File: config.mk
export PLATFORM = sky130hd
export DESIGN_NAME = mmio_bus_router
export DESIGN_NICKNAME = d
export VERILOG_FILES = /design/src/rtl/mmio_bus_router_pkg.sv /design/src/rtl/mmio_addr_match.sv /design/src/rtl/mmio_bus_router.sv
export SDC_FILE = /design/constraint.sdc
export NUM_CORES = 1
export LEC_CHECK = 0
export BUFFER_PORTS_ARGS = -buffer_cell sky130_fd_sc_hd__buf_2
export CAP_MARGIN = 25
export CORE_AREA = 2 2 122 124
export DETAILED_ROUTE_END_ITERATION = 7
export DIE_AREA = 0 0 124 126
export GPL_ROUTABILITY_DRIVEN = 1
export PLACE_DENSITY = 0.68
export REMOVE_ABC_BUFFERS = 1
export SYNTH_ARGS = -nofsm -noshare
export SYNTH_HDL_FRONTEND = slang
export SYNTH_SLANG_ARGS = --single-unit
File: constraint.sdc
create_clock -name clk -period 1.87 [get_ports clk]
set_input_delay 0.374 -clock clk [delete_from_list [all_inputs] [get_ports clk]]
set_output_delay 0.374 -clock clk [all_outputs]
set_load 0.01 [all_outputs]
File: src/rtl/mmio_bus_router_pkg.sv
// Shared types and default address map for the MMIO bus router.
package mmio_bus_router_pkg;

  typedef enum logic [1:0] {
    ST_IDLE   = 2'd0,
    ST_ACCESS = 2'd1,
    ST_RESP   = 2'd2
  } state_t;

  localparam int unsigned DEF_NCH = 4;

  // Channel 0 sits in the LSBs.
  localparam logic [DEF_NCH*32-1:0] DEF_BASE = {
    32'h0000_0A00, 32'h0000_0900, 32'h0000_0800, 32'h0000_0000
  };

  localparam logic [DEF_NCH*32-1:0] DEF_MASK = {
    32'hFFFF_FFF0, 32'hFFFF_FFF0, 32'hFFFF_FFF0, 32'hFFFF_FF00
  };

endpackage

File: src/rtl/mmio_addr_match.sv
// Combinational address decoder: one-hot hit, lowest matching channel wins.
module mmio_addr_match
  import mmio_bus_router_pkg::*;
#(
  parameter int unsigned          NCH  = 4,
  parameter logic [NCH*32-1:0]    BASE = DEF_BASE,
  parameter logic [NCH*32-1:0]    MASK = DEF_MASK
) (
  input  logic [31:0]    addr,
  output logic [NCH-1:0] hit,
  output logic           hit_valid
);

  // Scan channels upward; the first match blocks all later ones.
  always_comb begin
    hit       = '0;
    hit_valid = 1'b0;
    for (int unsigned i = 0; i < NCH; i++) begin
      if (!hit_valid && ((addr & MASK[i*32 +: 32]) == BASE[i*32 +: 32])) begin
        hit[i]    = 1'b1;
        hit_valid = 1'b1;
      end
    end
  end

endmodule

File: src/rtl/mmio_bus_router.sv
// Single-master MMIO router: decodes, forwards to one slave channel, waits
// for its ready with a timeout, and returns a one-cycle completion.
module mmio_bus_router
  import mmio_bus_router_pkg::*;
#(
  parameter int unsigned        NCH     = 4,
  parameter int unsigned        DW      = 32,
  parameter logic [NCH*32-1:0]  BASE    = DEF_BASE,
  parameter logic [NCH*32-1:0]  MASK    = DEF_MASK,
  parameter int unsigned        TIMEOUT = 15
) (
  input  logic              clk,
  input  logic              rst,
  input  logic              m_req,
  input  logic              m_we,
  input  logic [31:0]       m_addr,
  input  logic [DW-1:0]     m_wdata,
  output logic              m_ready,
  output logic [DW-1:0]     m_rdata,
  output logic              m_err,
  output logic [NCH-1:0]    s_sel,
  output logic [NCH-1:0]    s_we,
  output logic [31:0]       s_addr,
  output logic [DW-1:0]     s_wdata,
  input  logic [NCH-1:0]    s_ready,
  input  logic [NCH*DW-1:0] s_rdata,
  output logic [7:0]        err_cnt
);

  state_t          state, state_next;
  logic [NCH-1:0]  hit;
  logic            hit_valid;
  logic [NCH-1:0]  ch_q;
  logic            we_q;
  logic [31:0]     addr_q;
  logic [DW-1:0]   wdata_q;
  logic [DW-1:0]   rdata_q;
  logic            err_q;
  logic [7:0]      wait_cnt;
  logic            ch_ready;
  logic [DW-1:0]   ch_rdata;
  logic            timeout_hit;

  mmio_addr_match #(
    .NCH  (NCH),
    .BASE (BASE),
    .MASK (MASK)
  ) u_match (
    .addr      (m_addr),
    .hit       (hit),
    .hit_valid (hit_valid)
  );

  // Ready and read data of the latched channel only; others are ignored.
  always_comb begin
    ch_ready    = |(s_ready & ch_q);
    ch_rdata    = '0;
    for (int unsigned i = 0; i < NCH; i++) begin
      if (ch_q[i]) begin
        ch_rdata = ch_rdata | s_rdata[i*DW +: DW];
      end
    end
    timeout_hit = (wait_cnt == 8'(TIMEOUT - 1));
  end

  // State register.
  always_ff @(posedge clk) begin
    if (rst) begin
      state <= ST_IDLE;
    end else begin
      state <= state_next;
    end
  end

  // Next-state logic; a ready in the timeout cycle still completes cleanly.
  always_comb begin
    state_next = state;
    case (state)
      ST_IDLE:   if (m_req) state_next = hit_valid ? ST_ACCESS : ST_RESP;
      ST_ACCESS: if (ch_ready || timeout_hit) state_next = ST_RESP;
      ST_RESP:   state_next = ST_IDLE;
      default:   state_next = ST_IDLE;
    endcase
  end

  // Request latch, wait counter, response registers and error counter.
  always_ff @(posedge clk) begin
    if (rst) begin
      ch_q     <= '0;
      we_q     <= 1'b0;
      addr_q   <= '0;
      wdata_q  <= '0;
      rdata_q  <= '0;
      err_q    <= 1'b0;
      wait_cnt <= '0;
      err_cnt  <= '0;
    end else begin
      case (state)
        ST_IDLE: begin
          if (m_req) begin
            ch_q     <= hit;
            we_q     <= m_we;
            addr_q   <= m_addr;
            wdata_q  <= m_wdata;
            wait_cnt <= '0;
            err_q    <= ~hit_valid;
            rdata_q  <= '0;
          end
        end
        ST_ACCESS: begin
          wait_cnt <= wait_cnt + 8'd1;
          if (ch_ready) begin
            err_q   <= 1'b0;
            rdata_q <= we_q ? '0 : ch_rdata;
          end else if (timeout_hit) begin
            err_q   <= 1'b1;
            rdata_q <= '0;
          end
        end
        ST_RESP: begin
          if (err_q && (err_cnt != 8'hFF)) begin
            err_cnt <= err_cnt + 8'd1;
          end
        end
        default: ;
      endcase
    end
  end

  // Outputs are qualified by state so they read zero outside their phase.
  always_comb begin
    s_sel   = (state == ST_ACCESS) ? ch_q : '0;
    s_we    = s_sel & {NCH{we_q}};
    s_addr  = addr_q;
    s_wdata = wdata_q;
    m_ready = (state == ST_RESP);
    m_err   = m_ready & err_q;
    m_rdata = m_ready ? rdata_q : '0;
  end

endmodule
==> results of run 1 <==
## where the power goes
part	total, mW	internal [mW]	switching [mW]
clock network	2.92	1.69	1.23
registers	2.69	2.64	0.0449
logic	0.668	0.308	0.361
## how the worst max path moves through the flow
stage,start,endpoint,slack [ps],depth (start not counted)
floorplan,state[0],ch_q[3],-1430,4
global placement,m_addr[10],ch_q[2],50,6
detailed placement,m_addr[4],err_q,60,6
CTS,ch_q[0],s_we[0],10,3
global route,state[1],m_rdata[18],-2,4
finish,state[1],m_rdata[7],60,4
## cells in the final DEF (no fill, tap or decap), drive strengths merged, types with 7 or more instances in the layout
master / count
a21oi: 78
a221oi: 32
a22o: 35
and2: 39
buf: 338
clkbuf: 18
dfxtp: 120
inv: 8
nand2: 141
nand3: 7
nor2: 16
nor4: 8
o2bb2ai: 32
## repair_timing
| action | CTS | global route |
|---|---|---|
| gates resized for setup | 5 | 5 |
| endpoints found under the hold margin | 0 | 0 |
| setup endpoints to repair | 40 | 29 |
## cell type report
cell class	count	area (µm²)	area share (%)
flip-flops and latches	120	2407	30.22
repair buffers	338	1841	23.11
clock buffers	18	429.2	5.388
inverters	5	18.77	0.2356
well taps	184	230.2	2.890
multi-input cells	452	2938	36.88
clock inverters	14	101.3	1.272
## critical path, cell delays in order, from the launching register on
cell	delay, ps
dfxtp_4	390
nor2b_4	170
buf_12	170
and2_1	150
buf_2	130
## flip-flops by register name, summed over array words and instances (netlist names)
register,count
ch_q,4
err_cnt,8
err_q,1
rdata_q,32
s_addr,32
s_wdata,32
state,2
wait_cnt,8
we_q,1
## Yosys cell counts, types with 7 or more instances
master     instances
a21oi_1           78
a221oi_1          32
a22o_1            35
and2_1            39
buf_2             18
clkbuf_1          23
dfxtp_1          120
nand2_1          141
nand3_1            7
nor2_1            16
nor4_1             7
o2bb2ai_2         30
## metrics by stage
step	cell area, µm²	setup TNS (ps)
final	7965	0
after detailed placement	7403	0
after floorplan	5334	-93380
after global placement	7403	0
after CTS	7948	0
after global routing	7965	-3.305
## kinds of logic after synthesis
family | synth area share, %
flops | 42.83
compound gates | 28.66
buf+inv | 5.242
xor+xnor | 0.3123
mux | 0.7807
fa+ha+maj | 0.6693
simple gates | 21.50
## layer usage
| layer | global-route usage (%) | wire length, µm | vias up |
|---|---|---|---|
| li1 | - | - | 2881 |
| met1 | 25.93 | 7396 | 2678 |
| met2 | 38.43 | 8867 | 223 |
| met3 | 7.609 | 1605 | 14 |
| met4 | 6.808 | 223 | 0 |
| met5 | 0 | 0 | - |
==> reports/results.txt, run 1 <==
P&R area growth vs syn - 42.00%
Layout Cells excl Fill - 1131
pwr/cell area - 788.7 nW/µm²
aggregate routed wire length - 18090 µm
Max Slew Vio Count - 0
Via density - 5.125
Worst Path Class, Setup - reg2out
CTS H-tree depth - 4
die width - 124 µm
vias in the first global route - 5416
# hold bufs at CTS - 0
PnR Total Power - 6.282 mW
CP required - 1500 ps
ys async rst share - 0%
Worst-Margin Slew - 816.0 ps
Post-Route Skew - 7.225 ps
fin util - 55.65%
Arr. time, crit path - 1440 ps
Synth cell types - 56
routed vias - 5796
Cell Area, Synth - 5609 µm²
most common flop cell mapped by yosys - dfxtp_1
Cells after Synth - 631
initial core utilization - 39.19%
R2R cell count - 5
status - finished clean
WHS Path Cells - 3
crit-path max FO - 33
I/O Pins - 314
post-route DRC violation count - 0
top cell type's share of synthesized area - 42.83%
fin nets - 1137
EDFF count, synth - 0
DP Wirelength - 13070 µm
CTS tree - done
Max VDD drop - 0.0005461 V
CP endpoint kind - primary output
largest net degree at the start of global routing - 79
wire length of the first global-routing pass - 27330 µm
worst setup margin - 56.71 ps
setup bufs post-CTS - 0
Max-Cap Viols - 0
Inst Count DP - 1099
total CTS buffers - 17
remaining antenna violation count - 0
clk slew on worst S/H paths - 60 ps
die height - 126 µm
antenna violations before repair - 0
die area - 15620 µm²
Hold Startpoint - m_wdata[14]
wire length per cell - 16.00 µm
Fillers - 1363
final setup fails - 0
area leader, netlist - dfxtp_1
share of cells above drive strength 1 - 44.46%
Row Count - 44
sequential share of the synthesized area - 42.83%
grt total ovfl - 0
total clock sinks - 120
Ys Warns - 0
Final period util - 96.97%
WHS Endpoint - s_wdata[14]
n_diodes - 0
startpoint types - flop
first-pass iteration count of the detailed router - 4
cell leakage power - 3.612 nW
fmax - 0.5515 GHz
worst reg2reg startpoint - err_cnt[0]
GRT Overall Usage - 22.31%
clk root buf - clkbuf_16
Clk Latency, worst-skew pair - 400 ps
fin crit period - 1813 ps
clk buf depth - 2
Hold Path Class - in2reg
Synth area leaders - dfxtp_1, nand2_1, o2bb2ai_2, a21oi_1, a22o_1
RR Endpoint - err_cnt[5]
final hold viol count - 0
Hold Slack - 199.1 ps
gp weighted congestion - 0.7940
# port buffers - 313
Yosys reg bits - 120
Iteration-0 DRC Markers - 227
R2R Setup Slk - 100 ps
CORE AREA - 14310 µm²
Avg Cell Area, Syn - 8.889 µm²
DP Worst Slack - 55.19 ps
Slew headroom - 45.60%
Power figures use the tool's default switching activity.
==> inputs of run 2 (changes only) <==
Settings changed: CELL_PAD_IN_SITES_DETAIL_PLACEMENT from default to 2, CELL_PAD_IN_SITES_GLOBAL_PLACEMENT from default to 2, CORE_AREA 2 2 122 124 to default, CORE_ASPECT_RATIO from default to 1.4, CORE_UTILIZATION from default to 24, DIE_AREA 0 0 124 126 to default, PLACE_DENSITY 0.68 to 0.86, TNS_END_PERCENT from default to 5.
==> reports/results.txt, run 2 (synthesis results as in run 1) <==
pwr/cell area - 779.6 nW/µm²
clk slew on worst S/H paths - 60 ps
commonest non-fill, non-tap cell in the layout - buf_2
# hold bufs at CTS - 0
Fin Setup TNS - -1074 ps
GR Util met3 - 5.279%
startpoint types - flop
Worst Path Class, Setup - reg2out
DP Area - 7580 µm²
CP required - 1500 ps
Logic pwr share - 11.3%
Critical-path top delay cell - dfxtp_4
wire length of the first global-routing pass - 36810 µm
post-route DRC violation count - 0
GR Util met1 - 19.35%
crit-path max FO - 9
fin crit period - 1931 ps
total CTS buffers - 17
fin nets - 1152
Max Slew Vio Count - 0
CTS tree - done
die width - 131.2 µm
switch share - 25.97%
Sw Pwr - 1.737 mW
Hold Path Class - in2reg
share of power burned in registers - 40.2%
Final period util - 103.3%
remaining antenna violation count - 0
aggregate routed wire length - 23730 µm
Max-Cap Viols - 0
Buf/Inv on CP - 4
clk root buf - clkbuf_16
gp weighted congestion - 0.7767
P&R area growth vs syn - 53.00%
Worst path depth - 6
worst setup margin - -61.09 ps
CP Cell Sequence - buf_8, nor2b_4, buf_6, buf_12, and2_1, buf_2
Worst-Margin Slew - 433.3 ps
Via density - 4.861
fmax - 0.5178 GHz
initial core utilization - 24.63%
cell leakage power - 3.804 nW
Fillers - 2587
Clk Latency, worst-skew pair - 410 ps
busiest grt layer - met2
R2R cell count - 7
Iteration-0 DRC Markers - 129
vias in the first global route - 6718
Seq. cell area - 2410 µm²
final hold viol count - 0
Design Area, Final - 8582 µm²
Row Count - 65
Multi-input gate area - 3022 µm²
clk buf depth - 2
Max VDD drop - 0.0004545 V
# port buffers - 313
first-pass iteration count of the detailed router - 4
die area - 24000 µm²
total clock sinks - 120
share of cells above drive strength 1 - 48.02%
CORE AREA - 22770 µm²
CTS H-tree depth - 4
grt total ovfl - 0
Post-Route Skew - 12.52 ps
met2 capacity usage during global routing - 38.26%
fin util - 37.69%
WHS Path Cells - 3
final setup fails - 25
Crit path max-delay family - buffers and inverters
status - finished with violations
wire length per cell - 18.77 µm
antenna violations before repair - 1
die height - 182.9 µm
violated checks - negative setup slack
largest net degree at the start of global routing - 81
CP endpoint kind - primary output
DP Wirelength - 17330 µm
Clk pwr share - 48.5%
CP max stage delay - 350 ps
routed vias - 6144
Arr. time, crit path - 1560 ps
I/O Pins - 314
Slew headroom - 71.12%
Int Power - 4.953 mW
GRT Overall Usage - 19.52%
unrepaired setup endpoints after global routing - yes
commonest non-fill, non-tap cells in the layout - buf_2, nand2_1, dfxtp_1
-- run 2: changes by cell type in the layout (fill, tap and decap cells not counted), sizes merged --
cell      before  now
buf          338  353
bufinv         0    2
clkinv         6    5
clkinvlp       5    4
diode          0    1
-- run 2: power by group through the flow --
stage	clock network, mW	registers [mW]	logic [mW]
detailed placement	0	2.75	0.723
floorplan	0	2.78	0.188
global route	3.48	2.70	0.824
finish	3.25	2.69	0.757
global placement	0	2.74	0.699
CTS	3.37	2.69	0.782
-- run 2: layer usage --
metal / wire length, µm / up-vias / share of wire [%]
met5: 0 / - / 0
met4: 574 / 0 / 2.4
li1: - / 2913 / -
met2: 12990 / 265 / 55
met3: 1533 / 35 / 6.5
met1: 8629 / 2931 / 36
-- run 2: worst paths after layout --
| check | start | end | slack (ps) |
|---|---|---|---|
| max | state[0] | m_rdata[13] | -60 |
| min | m_wdata[16] | s_wdata[16] | 200 |
| max reg2reg | state[0] | ch_q[2] | 70 |
| min reg2reg | s_wdata[17] | s_wdata[17] | 450 |
-- run 2: layout make-up --
type                       count  share of cell area (%)
timing repair buffer         353                   25.31
clock buffer                  18                   5.001
clock inverter                14                   1.735
sequential                   120                   28.08
antenna                        1                 0.02916
inverter                       5                  0.2478
multi-input combinational    452                   35.21
tap                          301                   4.388
-- run 2: worst min-delay path: cells and delay by family --
| family | cells | cell delay [ps] |
|---|---|---|
| buffers and inverters | 1 | 100 |
| AO/OA/AOI/OAI | 1 | 50 |
| AND/OR/NAND/NOR | 1 | 40 |
-- run 2: timing repair --
action / CTS / global route
pin swaps: 0 / 16
setup buffers: 10 / 2
setup endpoints to repair: 42 / 80
gates resized for setup: 41 / 42
endpoints found under the hold margin: 0 / 0
gates cloned: 3 / 0
-- run 2: through the flow --
step / power (mW) / worst slack, ps / cells / hold WS (ps)
after global routing: 6.999 / -137.1 / 1264 / 194.8
final: 6.690 / -61.09 / 1264 / 199.2
after CTS: 6.839 / -134.0 / 1265 / 177.5
after global placement: 3.440 / -44.47 / 1220 / 439.1
after floorplan: 2.971 / -1430 / 577 / 424.2
after detailed placement: 3.469 / -98.54 / 1220 / 447.8
